==> src/rtl/run_monitor_pkg.sv <==
// Shared types and defaults for the run monitor: FSM states, parameter
// defaults and the all-ones "not found" sentinel.
package run_monitor_pkg;

    localparam int unsigned DEF_DATA_W     = 32;
    localparam int unsigned DEF_ADDR_W     = 5;
    localparam int unsigned DEF_NUM_CH     = 4;
    localparam int unsigned DEF_RST_CYCLES = 2;
    localparam int unsigned DEF_TIMEOUT    = 200;

    localparam logic [DEF_DATA_W-1:0] NOT_FOUND = '1;

    typedef enum logic [2:0] {
        IDLE,
        HOLD,
        RUN,
        CHECK,
        FINISHED
    } state_e;

endpackage

==> src/rtl/monitor_channel.sv <==
// One watched-register channel: holds its configuration and a shadow of the
// last value written to the watched register during a run.
module monitor_channel
    import run_monitor_pkg::*;
#(
    parameter int unsigned DATA_W = DEF_DATA_W,
    parameter int unsigned ADDR_W = DEF_ADDR_W
) (
    input  logic              clk,
    input  logic              rst,
    input  logic              clr,
    input  logic              cap_en,
    input  logic              cfg_we,
    input  logic [ADDR_W-1:0] cfg_reg,
    input  logic [DATA_W-1:0] cfg_val,
    input  logic              cfg_en,
    input  logic              rf_we,
    input  logic [ADDR_W-1:0] rf_waddr,
    input  logic [DATA_W-1:0] rf_wdata,
    output logic              mismatch_c,
    output logic              not_found_c
);

    logic              en_q,     en_d;
    logic [ADDR_W-1:0] reg_q,    reg_d;
    logic [DATA_W-1:0] val_q,    val_d;
    logic [DATA_W-1:0] shadow_q, shadow_d;

    // Config load and shadow capture; register 0 is hard-wired and never tracked.
    always_comb begin
        en_d     = en_q;
        reg_d    = reg_q;
        val_d    = val_q;
        shadow_d = shadow_q;
        if (cfg_we) begin
            en_d  = cfg_en;
            reg_d = cfg_reg;
            val_d = cfg_val;
        end
        if (clr) begin
            shadow_d = '0;
        end else if (cap_en && rf_we && en_q && (rf_waddr == reg_q) && (rf_waddr != '0)) begin
            shadow_d = rf_wdata;
        end
    end

    always_ff @(posedge clk) begin
        if (rst) begin
            en_q     <= 1'b0;
            reg_q    <= '0;
            val_q    <= '0;
            shadow_q <= '0;
        end else begin
            en_q     <= en_d;
            reg_q    <= reg_d;
            val_q    <= val_d;
            shadow_q <= shadow_d;
        end
    end

    assign mismatch_c  = en_q && (shadow_q != val_q);
    assign not_found_c = en_q && (shadow_q == DATA_W'(NOT_FOUND));

endmodule

==> src/rtl/run_monitor.sv <==
// Test-run supervisor: holds the CPU in reset, times a run, snoops register
// writes into per-channel shadows and reports a pass/fail/timeout verdict.
module run_monitor
    import run_monitor_pkg::*;
#(
    parameter int unsigned DATA_W     = DEF_DATA_W,
    parameter int unsigned ADDR_W     = DEF_ADDR_W,
    parameter int unsigned NUM_CH     = DEF_NUM_CH,
    parameter int unsigned RST_CYCLES = DEF_RST_CYCLES,
    parameter int unsigned TIMEOUT    = DEF_TIMEOUT
) (
    input  logic                      clk,
    input  logic                      rst,
    input  logic                      start,
    input  logic                      halt,
    input  logic                      rf_we,
    input  logic [ADDR_W-1:0]         rf_waddr,
    input  logic [DATA_W-1:0]         rf_wdata,
    input  logic                      cfg_we,
    input  logic [$clog2(NUM_CH)-1:0] cfg_ch,
    input  logic [ADDR_W-1:0]         cfg_reg,
    input  logic [DATA_W-1:0]         cfg_val,
    input  logic                      cfg_en,
    output logic                      cpu_rst,
    output logic                      done,
    output logic                      pass,
    output logic                      timeout,
    output logic [$clog2(NUM_CH)-1:0] fail_idx,
    output logic [NUM_CH-1:0]         not_found,
    output logic [31:0]               cycle_count
);

    localparam int unsigned CH_W   = $clog2(NUM_CH);
    localparam int unsigned HOLD_W = (RST_CYCLES > 1) ? $clog2(RST_CYCLES) : 1;

    state_e            state_q,    state_d;
    logic [HOLD_W-1:0] hold_cnt_q, hold_cnt_d;
    logic [31:0]       count_q,    count_d;
    logic              pass_q,     pass_d;
    logic              timeout_q,  timeout_d;
    logic [CH_W-1:0]   fail_idx_q, fail_idx_d;
    logic              done_q,     done_d;
    logic              cpu_rst_q,  cpu_rst_d;

    logic              start_ok_c;
    logic              cfg_ok_c;
    logic              run_c;
    logic [NUM_CH-1:0] mismatch_c;
    logic [NUM_CH-1:0] not_found_c;
    logic [CH_W-1:0]   low_idx_c;

    assign run_c = (state_q == RUN);

    for (genvar g = 0; g < NUM_CH; g++) begin : g_ch
        monitor_channel #(
            .DATA_W (DATA_W),
            .ADDR_W (ADDR_W)
        ) u_ch (
            .clk         (clk),
            .rst         (rst),
            .clr         (start_ok_c),
            .cap_en      (run_c),
            .cfg_we      (cfg_ok_c && cfg_we && (cfg_ch == CH_W'(g))),
            .cfg_reg     (cfg_reg),
            .cfg_val     (cfg_val),
            .cfg_en      (cfg_en),
            .rf_we       (rf_we),
            .rf_waddr    (rf_waddr),
            .rf_wdata    (rf_wdata),
            .mismatch_c  (mismatch_c[g]),
            .not_found_c (not_found_c[g])
        );
    end

    // Lowest-numbered mismatching channel wins.
    always_comb begin
        low_idx_c = '0;
        for (int i = int'(NUM_CH) - 1; i >= 0; i--) begin
            if (mismatch_c[i]) begin
                low_idx_c = CH_W'(i);
            end
        end
    end

    always_comb begin
        state_d    = state_q;
        hold_cnt_d = hold_cnt_q;
        count_d    = count_q;
        pass_d     = pass_q;
        timeout_d  = timeout_q;
        fail_idx_d = fail_idx_q;
        start_ok_c = 1'b0;
        cfg_ok_c   = 1'b0;
        unique case (state_q)
            IDLE, FINISHED: begin
                cfg_ok_c = 1'b1;
                if (start) begin
                    start_ok_c = 1'b1;
                    state_d    = (RST_CYCLES == 0) ? RUN : HOLD;
                    hold_cnt_d = '0;
                    count_d    = '0;
                    pass_d     = 1'b0;
                    timeout_d  = 1'b0;
                    fail_idx_d = '0;
                end
            end
            HOLD: begin
                if (hold_cnt_q == HOLD_W'(RST_CYCLES - 1)) begin
                    state_d = RUN;
                end else begin
                    hold_cnt_d = hold_cnt_q + HOLD_W'(1);
                end
            end
            RUN: begin
                if (count_q != '1) begin
                    count_d = count_q + 32'd1;
                end
                // A halt in the timeout cycle still earns a real verdict.
                if (halt) begin
                    state_d = CHECK;
                end else if (count_d >= 32'(TIMEOUT)) begin
                    state_d   = FINISHED;
                    timeout_d = 1'b1;
                    pass_d    = 1'b0;
                end
            end
            CHECK: begin
                pass_d     = ~|mismatch_c;
                fail_idx_d = low_idx_c;
                state_d    = FINISHED;
            end
            default: state_d = IDLE;
        endcase
        done_d    = (state_d == FINISHED);
        cpu_rst_d = (state_d == IDLE) || (state_d == HOLD);
    end

    always_ff @(posedge clk) begin
        if (rst) begin
            state_q    <= IDLE;
            hold_cnt_q <= '0;
            count_q    <= '0;
            pass_q     <= 1'b0;
            timeout_q  <= 1'b0;
            fail_idx_q <= '0;
            done_q     <= 1'b0;
            cpu_rst_q  <= 1'b1;
        end else begin
            state_q    <= state_d;
            hold_cnt_q <= hold_cnt_d;
            count_q    <= count_d;
            pass_q     <= pass_d;
            timeout_q  <= timeout_d;
            fail_idx_q <= fail_idx_d;
            done_q     <= done_d;
            cpu_rst_q  <= cpu_rst_d;
        end
    end

    assign cpu_rst     = cpu_rst_q;
    assign done        = done_q;
    assign pass        = pass_q;
    assign timeout     = timeout_q;
    assign fail_idx    = fail_idx_q;
    assign not_found   = not_found_c;
    assign cycle_count = count_q;

endmodule

==> config.mk <==
export PLATFORM = sky130hd
export DESIGN_NAME = run_monitor
export DESIGN_NICKNAME = d
export VERILOG_FILES = /design/src/rtl/run_monitor_pkg.sv /design/src/rtl/monitor_channel.sv /design/src/rtl/run_monitor.sv
export SDC_FILE = /design/constraint.sdc
export NUM_CORES = 1
export LEC_CHECK = 0
export CORE_MARGIN = 3
export CORE_UTILIZATION = 55
export DETAILED_ROUTE_END_ITERATION = 6
export GPL_TIMING_DRIVEN = 0
export PLACE_DENSITY = 0.76
export SLEW_MARGIN = 25
export SYNTH_ARGS = -nofsm -noshare
export SYNTH_HDL_FRONTEND = slang
export SYNTH_SLANG_ARGS = --single-unit
==> constraint.sdc <==
create_clock -name clk -period 3.1 [get_ports clk]
set_clock_uncertainty 0.1 [all_clocks]
set_input_delay 0.775 -clock clk [delete_from_list [all_inputs] [get_ports clk]]
set_output_delay 0.775 -clock clk [all_outputs]
set_load 0.1 [all_outputs]
---- Word-level counts from Yosys, hierarchy flattened ----
Cells that the tools add are included.
word-level totals
  logic and storage cells ................. 123
  register bits after elaboration ......... 322
  input bits .............................. 83
operators by class
  equal/unequal tests ..................... 25
  $lt $le $gt $ge ......................... 1
  reductions and logical operators ........ 44
  add/subtract/negate cells ............... 2
  multiplexer cells ....................... 27
operators by type and width
  kind                                                                                  number
  32-bit == test, second input constant                                                 4
  32-bit != test                                                                        4
  32-bit 2-to-1 mux                                                                     3
  32-bit case mux with 2 select lines                                                   1
  32-bit by 1-bit adder with 32-bit output, second input constant                       1
  32-bit by 8-bit greater-or-equal comparator with 1-bit output, second input constant  1
  32-bit != test, second input constant                                                 1
  1-bit logical AND                                                                     26
  5-bit == test                                                                         4
  3-bit 2-to-1 mux                                                                      4
  3-bit case mux with 4 select lines                                                    1
  2-bit 2-to-1 mux                                                                      5
  1-bit 2-to-1 mux                                                                      9
  4-bit AND reduction                                                                   2
  3-bit by 1-bit == test with 1-bit output, second input constant                       2
  3-bit by 2-bit == test with 1-bit output, second input constant                       2
  3-bit == test, second input constant                                                  2
  3-bit logical NOT                                                                     2
  2-bit != test, second input constant                                                  3
  2-bit AND reduction                                                                   3
  2-bit nonzero test                                                                    3
  5-bit nonzero test                                                                    1
  2-bit == test, second input constant                                                  2
  1-bit case mux with 2 select lines                                                    2
  other kinds (10)                                                                      11

---- Logic depth before layout (Yosys ltp) ----
Gate-level depths: netlist of the first run.
  depth in word-level cells ............... 9
  mapped depth ............................ 11

---- By module ----
Synthesis of the first run repeated with hierarchy kept, for this count alone.
second synthesis, totals
  cells, all modules ...................... 1,723
  area, all modules ....................... 15,427.3 um^2
modules (own cells, without submodules)
  module           instances  cells each  area an instance (um^2)
  monitor_channel  4          328         3,106.7
  run_monitor      1          411         3,000.4

---- Least setup slack after synthesis of the first run ----
No wires, ideal clock.
  path kind ............................... reg2reg
  start ................................... register count_q[0] (netlist: cycle_count[0])
  end ..................................... register pass_q (netlist: pass)
  clock period less this slack ............ 3.594 ns
  required time ........................... 2.929 ns
  data arrival time ....................... 3.423 ns
  buffers on the path ..................... 2
  slack ................................... -0.494 ns
  library setup time ...................... 0.071 ns
  cell stages (with the launch flop) ...... 12
  cells stage by stage .................... dfxtp_1 -> ha_1 -> and3_1 -> buf_1 -> and4_1 -> buf_2 -> mux2_2 -> o21a_1 -> nor4_1 -> nand4_1 -> or4_1 -> a21oi_1
between the ends
  cells in the longest elaborated chain, start to end .. 6
RTL lines
  item                                                                        RTL line                                source
  start, declared                                                             run_monitor.sv:38                       logic [31:0] count_q, count_d;
  start signal, assigned                                                      run_monitor.sv:151                      count_q <= count_d;
  32-bit by 1-bit adder with 32-bit output or 32-bit != test (tied branches)  run_monitor.sv:116, run_monitor.sv:115
  32-bit 2-to-1 mux *                                                         run_monitor.sv:115                      if (count_q != '1) begin
  32-bit 2-to-1 mux *                                                         run_monitor.sv:94                       unique case (state_q)
  32-bit by 8-bit greater-or-equal comparator with 1-bit output *             run_monitor.sv:121                      end else if (count_d >= 32'(TIMEOUT)) begin
  2-bit != test (no line) *                                                   --
  4-bit AND reduction (no line) *                                             --
  end signal, assigned                                                        run_monitor.sv:152                      pass_q <= pass_d;
  end, declared                                                               run_monitor.sv:39                       logic pass_q, pass_d;
Every way passes the cells marked *; elsewhere a longest branch is shown, timed or not. The select of a mux whose other input is x is not followed.
A chain may end at the register's enable or synchronous reset.

---- Worst setup path in the final report of the first run ----
  start ................................... register g_ch[0].u_ch.shadow_q[13]
  end ..................................... output port not_found[0]
between the ends
  cells in the longest elaborated chain, start to end .. 2
RTL lines
  item                    RTL line               source
  start, declared         monitor_channel.sv:27  logic [DATA_W-1:0] shadow_q, shadow_d;
  start signal, assigned  monitor_channel.sv:57  shadow_q <= shadow_d;
  32-bit == test          monitor_channel.sv:62  assign not_found_c = en_q && (shadow_q == DATA_W'(NOT_FOUND));
  1-bit logical AND       monitor_channel.sv:62
  end, declared           run_monitor.sv:29      output logic [NUM_CH-1:0] not_found,
No other way between the ends.

==> implementation parameters, run 1 <==
Parameter                              Value

Outcome
  Status ... completed

Setup path
  Startpoint type of the worst setup path ... flop
  R2R Setup Slk ... approximately 0.07 ns
  Worst R2R End ... pass
  Crit Path Class ... flop to output port
  Arrival time at the worst endpoint ... 2.20 ns
  Number of cell instances on the worst register-to-register path ... 8
  CP endpoint kind ... output port
  Required time reported for the critical path endpoint ... 2.22 ns
  Slowest cell on crit path ... or4_4
  Cell-by-cell listing of the critical path ... nand4_1 -> or4_4 -> nor3_1 -> buf_4 -> buf_8
  Worst r2r src ... cycle_count[12]
  Largest stage delay on the critical path ... 0.55 ns
  Maximum fanout along the worst path ... 3

STA
  Worst hold-check slack ... 0.365 ns
  Period minus WS final ... 3.07 ns
  Achievable Freq ... about 330 MHz
  Final count of hold timing violations ... 0
  Sum of negative setup slack ... 0 ns
  Max-slew violation count ... 0
  Share of the clock period used by the worst path ... 99.1%
  Worst slew margin ... 32.1%
  Final setup violation count ... 0
  Transition at the pin with the smallest max-transition slack ... 1.01 ns

Layout
  Antenna fix cells ... 0
  Area of all placed cells without fillers ... 17,800 µm²
  Number of non-filler instances in the completed layout ... roughly 2,300
  Area overhead of the layout relative to synthesis ... 21.3%
  Final net count ... around 2,000
  # fillers ... around 2,200
  Share of layout cells above drive strength 1 ... 9.43%

Floorplan
  Die X-Extent ... 169 µm
  Starting density of the core ... 56.1%
  Total Die Area ... 28,600 µm²
  Row cnt ... 59
  I/O Pins ... 125
  Standard cell core area ... ~26,000 µm²
  Die H ... 169 µm

Yosys
  Area of the mapped netlist ... 14,700 µm²
  Proportion of synthesized chip area in sequential cells ... a little over two fifths
  Top area cells in the synthesized netlist ... dfxtp_1 44%, mux2i_1 9.1%, nand2_1 9.0%, xor2_1 8.1%, a21oi_1 6.4%
  Number of register bits inferred by synthesis ... 322
  Post-synth top flop ... dfxtp_1
  Share of flip-flops with an asynchronous set or reset after synthesis ... 0%
  Number of warning messages in the yosys log ... 0
  Post-Syn Nets ... 1,859
  Number of distinct standard cells referenced by the synthesized netlist ... 59
  Post-synthesis cell count ... 1,775
  Most used standard cell by instance count after synthesis ... nand2_1
  Post-Synthesis Mean Instance Area ... 8.26 µm²
  EDFF count, synth ... 0
  Area leader, netlist ... dfxtp_1
  Post-synth top area share ... 44.0%
  Synth cell count leaders ... 353 x nand2_1, 322 x dfxtp_1, 186 x a21oi_1

CTS
  Clock tree from TritonCTS ... yes
  Clock-pin slew on the worst setup and hold paths ... 0.06 ns
  Clk Tree Root Cell ... clkbuf_16
  Number of hold buffers added after CTS ... 0
  Insertion delay of the later-clocked pin in the worst-skew pair ... 0.53 ns
  CTS Sinks ... 322
  Buffers from clock root to sink, at most ... 3
  CTS H-tree lvls ... 2
  Number of buffers created by CTS ... 36

Route
  Pre-Repair DR Iteration Count ... 6
  Number of vias after detailed routing ... 13,758
  Post-Route WL ... just over 50,000 µm
  DRC errors left ... 0
  First-iteration detailed-routing DRC count ... about 1,400
  DRT antenna net count ... 0
  Post-detailed-route via-to-cell ratio ... 6.02
  Routed WL per cell ... 22.3 µm

Pwr
  Leakage component of the power ... between 7 and 8 nW
  Post-layout power ... 9.30 mW
  Pwr per Cell Area ... 523 nW/µm²
  Maximum ir drop on the vdd rail ... 0.516 mV

GRT
  Via count of the first global-routing pass ... 13,008
  Wire length of the first global-routing pass ... 76,000 µm
  Grt ovf ... 0
  Maximum number of pins on one net before global-route repair ... 14
  Global-route usage over all layers ... 34.4%
  Antenna violations before repair ... 0

Place
  Routability cong. ... 1.04
  Dpl cell area ... ~16,000 µm²
  Placed cell count ... between 2,000 and 2,500
  Detailed-placement wirelength estimate ... 39,300 µm
  Number of buffers added on ports ... 118

Worst hold path
  Capture endpoint of the worst hold path ... g_ch[3].u_ch.val_q[19]
  Hold Path Origin ... g_ch[3].u_ch.val_q[19]
  Hold Crit Class ... flop to flop
  Number of cells on the worst hold path ... 2

Run
  # Max-Cap Violations ... 0
-- repair_timing --
| item | 4_1_cts | 5_1_grt |
|---|---|---|
| pin swaps | 1 | 10 |
| buffers inserted | 0 | 10 |
| setup endpoints to repair | 129 | 100 |
| resized for setup | 56 | 50 |
-- cell type report --
class / count / area, µm² / share of cell area, %
Inverter: 8 / 30.0 / 0.169
Sequential cell: 322 / 6510 / 36.6
Multi-Input combinational cell: 1321 / 7880 / 44.3
Clock inverter: 10 / 118 / 0.661
Clock buffer: 51 / 1070 / 6.01
Timing Repair Buffer: 128 / 1270 / 7.16
Tap cell: 335 / 419 / 2.36
Buffer: 111 / 493 / 2.77
-- registers in the layout (all words and copies together) (netlist names) --
| register | flops |
|---|---|
| g_ch.u_ch.en_q | 4 |
| state_q | 3 |
| cpu_rst | 1 |
| g_ch.u_ch.val_q | 128 |
| fail_idx | 2 |
| timeout | 1 |
| done | 1 |
| hold_cnt_q | 1 |
| g_ch.u_ch.shadow_q | 128 |
| cycle_count | 32 |
| pass | 1 |
| g_ch.u_ch.reg_q | 20 |
-- how the worst max path moves through the flow --
stage	cells after the start	start	slack, ns	end
3_5_place_dp	10	cycle_count[17]	-0.57	done
3_3_place_gp	10	cycle_count[16]	-0.61	done
2_1_floorplan	10	cycle_count[16]	0.004	done
4_1_cts	5	g_ch[3].u_ch.en_q	0.0008	not_found[3]
6_report	5	g_ch[0].u_ch.shadow_q[13]	0.03	not_found[0]
5_1_grt	11	cycle_count[16]	-0.02	timeout
-- power by group --
part           switching, mW  total [mW]  internal (mW)
combinational          0.494       0.728          0.233
clock                   1.75        4.32           2.57
sequential            0.0526        4.25           4.20
total                   2.30        9.30           7.00
-- layer usage --
| layer | GRT usage [%] | vias up | routed length (µm) |
|---|---|---|---|
| li1 | - | 6377 | - |
| met1 | 46.8 | 6607 | 21300 |
| met2 | 55.1 | 667 | 23100 |
| met3 | 6.41 | 107 | 5060 |
| met4 | 12.1 | 0 | 1650 |
| met5 | 0 | - | 0 |
-- metrics by stage --
step	util (%)	worst slack, ns
after global placement	62.4	-0.612
final	68.1	0.0275
after global routing	68.1	-0.0234
after floorplan	-	0.00398
after CTS	67.3	0.000804
after detailed placement	62.4	-0.571
-- cells in the final DEF, fill, tap and decap left out, types with 4 or more instances in the layout --
cell | netlist | layout
nand2_1 | 353 | 353
dfxtp_1 | 322 | 285
a21oi_1 | 186 | 186
nor2_1 | 181 | 178
xor2_1 | 135 | 135
mux2i_1 | 133 | 131
clkdlybuf4s50_1 | 0 | 114
clkbuf_1 | 89 | 80
nand4_1 | 62 | 62
nor4_1 | 46 | 42
clkbuf_16 | 0 | 37
dfxtp_2 | 0 | 31
nand3_1 | 30 | 29
xnor2_1 | 25 | 25
nor3_1 | 29 | 23
o21ai_0 | 24 | 23
buf_4 | 6 | 17
clkbuf_2 | 2 | 11
and4_1 | 11 | 9
clkbuf_8 | 0 | 9
or4_1 | 11 | 8
inv_1 | 8 | 8
buf_2 | 10 | 8
a311oi_1 | 10 | 8
and2_1 | 8 | 7
or2_2 | 7 | 7
a31oi_1 | 8 | 7
buf_1 | 16 | 6
or3_1 | 6 | 6
clkinv_2 | 0 | 6
dfxtp_4 | 0 | 6
nor3_2 | 0 | 4
buf_6 | 1 | 4
nand2b_1 | 4 | 4
-- logic make-up (layout without fill, tap and decap cells) --
logic type | after synthesis | after routing | synth area share (%)
AO/OA/AOI/OAI | 259 | 259 | 9.90
buffers and inverters | 132 | 308 | 3.69
flip-flops | 322 | 322 | 44.0
multiplexers | 134 | 134 | 9.16
adder cells (fa/ha/maj) | 1 | 1 | 0.0854
AND/OR/NAND/NOR | 767 | 767 | 23.6
XOR/XNOR | 160 | 160 | 9.56
-- worst max-delay path, delay by kind of cell (launching register included) --
family                 cells  cell delay, ns
DFF                        1            0.43
buffers and inverters      2            0.32
and+or+nand+nor            3            0.91
Note: power is estimated with default switching activity, not from simulation.
==> inputs of run 2 (changes only) <==
--- a/constraint.sdc
+++ b/constraint.sdc
@@ -3,3 +3,3 @@
 set_input_delay 0.775 -clock clk [delete_from_list [all_inputs] [get_ports clk]]
 set_output_delay 0.775 -clock clk [all_outputs]
-set_load 0.1 [all_outputs]
+set_load 0.05 [all_outputs]
==> implementation parameters, run 2 (synthesis gave the netlist of run 1 again) <==
Parameter                              Value

Place
  Number of buffers added on ports ... 118
  Routability cong. ... between 0.9 and 1
  Detailed-placement wirelength estimate ... 38,400 µm

GRT
  Global-route usage over all layers ... 33.9%
  Wire length of the first global-routing pass ... 74,500 µm
  Via count of the first global-routing pass ... 12,760
  Grt ovf ... 0
  Maximum number of pins on one net before global-route repair ... 14
  Antenna violations before repair ... 0

Pwr
  Switching fraction of total power ... about a quarter
  Share of power burned in combinational logic ... 7.7%
  Maximum ir drop on the vdd rail ... 0.558 mV
  Flop pwr share ... between 40 and 50%
  Pint ... 7.04 mW
  Post-layout power ... about 9.3 mW
  Power dissipated by switching net loads ... 2.27 mW
  Clock power frac ... 46.5%
  Pwr per Cell Area ... 524 nW/µm²
  Leakage component of the power ... between 7 and 8 nW

CTS
  Clock tree from TritonCTS ... yes
  CTS Sinks ... around 320
  CTS H-tree lvls ... 2
  Buffers from clock root to sink, at most ... 3
  Clock-pin slew on the worst setup and hold paths ... 0.06 ns
  Number of buffers created by CTS ... 34
  Insertion delay of the later-clocked pin in the worst-skew pair ... ~0.52 ns
  Clk Tree Root Cell ... clkbuf_16

Setup path
  Slowest cell on crit path ... or4_4
  Startpoint type of the worst setup path ... flop
  Crit Path Class ... flop to output port
  Arrival time at the worst endpoint ... approximately 2.2 ns
  CP endpoint kind ... output port
  Buf/Inv on CP ... 2
  Startpoint of the most critical setup path ... g_ch[0].u_ch.shadow_q[1]
  R2R Setup Slk ... 0.09 ns
  Cell-by-cell listing of the critical path ... nand4_1 -> or4_4 -> nor3_1 -> buf_4 -> buf_4
  Worst r2r src ... cycle_count[16]
  Crit-path most repeated cell ... buf_4
  Largest stage delay on the critical path ... 0.59 ns
  Maximum fanout along the worst path ... 3
  Family with the most delay on the worst path ... simple AND/OR/NAND/NOR gates
  Required time reported for the critical path endpoint ... 2.22 ns

Floorplan
  Die X-Extent ... 169 µm
  Row cnt ... 59
  Die H ... about 170 µm
  I/O Pins ... 125
  Starting density of the core ... between 50% and 60%
  Total Die Area ... between 20,000 and 30,000 µm²
  Standard cell core area ... between 20,000 and 30,000 µm²

Layout
  Most common cell after layout, fill and taps aside ... nand2_1
  # fillers ... 2,219
  Share of layout cells above drive strength 1 ... 8.50%
  Final net count ... 2,013
  Area overhead of the layout relative to synthesis ... 21.2%
  Antenna fix cells ... 0
  Commonest cells after routing, fill and taps aside ... 353 x nand2_1, 303 x dfxtp_1, 186 x a21oi_1

Worst hold path
  Hold Crit Class ... flop to flop
  Hold Path Origin ... g_ch[3].u_ch.val_q[9]

STA
  Sum of negative setup slack ... 0 ns
  Period minus WS final ... between 3 and 4 ns
  Max-slew violation count ... 0
  Final setup violation count ... 0
  Share of the clock period used by the worst path ... ~99%
  Final count of hold timing violations ... 0
  Transition at the pin with the smallest max-transition slack ... a little under 0.9 ns
  Achievable Freq ... ~330 MHz
  Worst slew margin ... 42.3%

Route
  First-iteration detailed-routing DRC count ... around 1,700
  DRT antenna net count ... 0
  Number of vias after detailed routing ... 13,776
  Pre-Repair DR Iteration Count ... 5
  DRC errors left ... 0
  Routed WL per cell ... between 20 and 25 µm
  Post-detailed-route via-to-cell ratio ... roughly 6.0
  Post-Route WL ... between 50,000 and 60,000 µm

Run
  # Max-Cap Violations ... 0

Outcome
  Status ... completed
-- run 2: cell types whose count changed in the layout (fill, tap and decap cells not counted), sizes merged --
cell	delta
inv	+1
clkinvlp	+1
clkbuf	+1
bufinv	+1
clkinv	-4
buf	+2
-- run 2: timing repair --
item,in CTS,in global routing
buffers inserted,4,7
resized for setup,42,70
endpoints found under the setup margin,129,105
hold buffers,0,0
pin swaps,2,14
-- run 2: worst min-delay path: cells and delay by family, from the launching register on --
family	cells	cell delay, ns
compound gates	1	0.05
flops	1	0.32
simple gates	1	0.05
-- run 2: area by class of cell --
type	instances	area [µm²]	share of cell area, %
Clock buffer	51	1050	5.89
Buffer	113	502	2.82
Clock inverter	9	144	0.810
Inverter	8	30.0	0.169
Multi-Input combinational cell	1321	7900	44.5
Tap cell	335	419	2.36
Timing Repair Buffer	129	1250	7.06
Sequential cell	322	6470	36.4
-- run 2: layer usage --
layer  track usage (%)  wire (µm)  up-vias
li1                  -          -     6402
met1              47.0      21200     6553
met2              52.8      22300      690
met3              6.64       5060      131
met4              13.0       1990        0
met5                 0          0        -
-- run 2: power by group through the flow --
stage / combinational, mW / clock, mW / sequential [mW]
CTS: 0.697 / 4.33 / 4.26
global route: 0.759 / 4.50 / 4.27
floorplan: 0.332 / 0 / 4.34
global placement: 0.687 / 0 / 4.35
detailed placement: 0.693 / 0 / 4.35
finish: 0.721 / 4.33 / 4.26
-- run 2: stage by stage --
stage	utilization [%]	area, µm²	instances	hold WS, ns	setup slack [ns]
floorplan	-	14700	1775	0.348	0.00795
global placement	62.2	16300	2228	0.353	-0.666
detailed placement	62.2	16300	2228	0.359	-0.639
CTS	67.1	17500	2287	0.366	-0.0628
global route	68.0	17800	2288	0.386	-0.00660
finish	68.0	17800	2288	0.366	0.0289
-- run 2: final timing paths --
path                                              end  cells past startpoint
worst min-delay path            g_ch[3].u_ch.val_q[9]                      2
worst min register to register  g_ch[3].u_ch.val_q[9]                      2
worst max register to register                   pass                     10
worst max-delay path                     not_found[0]                      5
==> inputs of run 3 (changes only) <==
Settings changed: CORE_UTILIZATION 55 to 52, SLEW_MARGIN 25 to unset.
Clock period 3.1 ns to 2.8 ns, I/O delays scaled along.
==> implementation parameters, run 3 (synthesis gave the netlist of run 1 again) <==
Parameter                              Value

Floorplan
  I/O Pins ... 125
  Die X-Extent ... between 150 and 200 µm
  Standard cell core area ... 27,300 µm²
  Starting density of the core ... 53.6%
  Total Die Area ... 30,200 µm²
  Row cnt ... 60
  Die H ... roughly 170 µm

Setup path
  Startpoint of the most critical setup path ... g_ch[1].u_ch.shadow_q[26]
  CP endpoint kind ... output port
  Slowest cell on crit path ... or4_4
  Cell-by-cell listing of the critical path ... nand4_1 -> or4_4 -> nor3_4 -> buf_8
  Required time reported for the critical path endpoint ... ~2 ns
  Buf/Inv on CP ... 1
  Crit Path Class ... flop to output port
  Arrival time at the worst endpoint ... 2.07 ns
  Maximum fanout along the worst path ... 3
  Family with the most delay on the worst path ... simple AND/OR/NAND/NOR gates
  Worst r2r src ... cycle_count[1]
  Largest stage delay on the critical path ... 0.55 ns
  Startpoint type of the worst setup path ... flop

GRT
  Maximum number of pins on one net before global-route repair ... 15
  Via count of the first global-routing pass ... about 14,000
  Antenna violations before repair ... 0
  Wire length of the first global-routing pass ... 78,800 µm
  Grt ovf ... 0
  Global-route usage over all layers ... 33.1%

Route
  Routed WL per cell ... 22.1 µm
  Pre-Repair DR Iteration Count ... 6
  Post-detailed-route via-to-cell ratio ... 6.04
  First-iteration detailed-routing DRC count ... ~2,000
  Number of vias after detailed routing ... 14,326
  Post-Route WL ... between 50,000 and 60,000 µm
  DRT antenna net count ... 0
  DRC errors left ... 0

Place
  Placed cell count ... approximately 2,300
  Dpl cell area ... around 16,000 µm²
  Number of buffers added on ports ... roughly 120
  Routability cong. ... 0.985
  Detailed-placement wirelength estimate ... 38,600 µm

Layout
  Share of layout cells above drive strength 1 ... 16.0%
  Area overhead of the layout relative to synthesis ... 27.0%
  Commonest cells after routing, fill and taps aside ... 353 x nand2_1, 230 x dfxtp_1, 185 x a21oi_1
  Number of non-filler instances in the completed layout ... about 2,400
  Final net count ... 2,059
  Area of all placed cells without fillers ... between 15,000 and 20,000 µm²
  Most common cell after layout, fill and taps aside ... nand2_1
  Antenna fix cells ... 0

Worst hold path
  Hold Crit Class ... flop to flop
  Hold Path Origin ... g_ch[2].u_ch.val_q[25]

Run
  # Max-Cap Violations ... 0

STA
  Period minus WS final ... 2.87 ns
  Worst Setup Slack, final ... -0.0656 ns
  Transition at the pin with the smallest max-transition slack ... ~0.84 ns
  Achievable Freq ... between 300 and 400 MHz
  Share of the clock period used by the worst path ... 102%
  Final count of hold timing violations ... 0
  Max-slew violation count ... 0
  Worst slew margin ... a little over two fifths
  RSZ-0062 raised after global routing ... true
  Final setup violation count ... 4

Pwr
  Maximum ir drop on the vdd rail ... 0.472 mV
  Leakage component of the power ... a little under 8 nW
  Pwr per Cell Area ... 546 nW/µm²

CTS
  Buffers from clock root to sink, at most ... 3
  CTS Sinks ... 322
  Insertion delay of the later-clocked pin in the worst-skew pair ... 0.53 ns
  Number of hold buffers added after CTS ... 0
  Clock-pin slew on the worst setup and hold paths ... 0.06 ns
  CTS H-tree lvls ... 2
  Clock tree from TritonCTS ... yes
  Clk Tree Root Cell ... clkbuf_16
  Number of buffers created by CTS ... 35

Outcome
  Violations in the final reports ... negative setup slack
  Status ... complete, but fails checks
-- run 3: cell types whose count changed in the layout (fill, tap and decap cells not counted), sizes merged --
cell	before	now
clkinvlp	2	0
inv	10	9
clkinv	2	7
clkbuf	139	125
bufinv	3	2
buf	40	99
-- run 3: worst paths after layout --
kind,to,slack [ns],depth (start not counted)
max,not_found[1],-0.07,4
min,g_ch[2].u_ch.val_q[25],0.37,2
max reg2reg,done,-0.02,10
min reg2reg,g_ch[2].u_ch.val_q[25],0.37,2
-- run 3: power by group --
group / switching, mW / internal (mW)
logic: 0.547 / 0.261
registers: 0.0591 / 4.64
clock network: 1.91 / 2.75
total: 2.52 / 7.65
-- run 3: timing repair --
action                                  CTS  global route
setup buffers                            31            35
gates resized for setup                 153            88
endpoints found under the setup margin  141           167
cloned                                    1             0
pin swaps                                34            44
-- run 3: routing by layer --
layer | vias to the layer above | global-route usage, % | wire (µm)
met5 | - | 0 | 0
met4 | 0 | 12.1 | 2130
met3 | 152 | 6.11 | 5900
met2 | 838 | 52.8 | 23600
met1 | 6848 | 44.9 | 20800
li1 | 6488 | - | -
-- run 3: area by class of cell --
type	count	area, µm²
multi-input cells	1321	8170
clock buffers	51	1030
flip-flops and latches	322	6610
inverters	8	30.0
plain buffers	102	458
clock inverters	10	119
fillers	2189	8720
repair buffers	185	1730
well taps	372	465
-- run 3: per-stage QoR --
stage	util [%]	hold slack [ns]	worst slack [ns]	setup TNS, ns	power (mW)
floorplan	-	0.348	0.00294	0	5.17
global placement	59.9	0.353	-0.560	-68.15	5.57
detailed placement	59.9	0.358	-0.595	-74.16	5.58
CTS	66.2	0.366	-0.0363	-0.0964	10.1
global route	68.1	0.378	-0.120	-0.473	10.4
finish	68.1	0.366	-0.0656	-0.152	10.2
-- run 3: tightest hold or removal path: cells and delay by family (launching register included) --
kind               cells  cell delay (ns)
DFF                    1             0.32
AOI/OAI and AO/OA      1             0.05
and+or+nand+nor        1             0.05
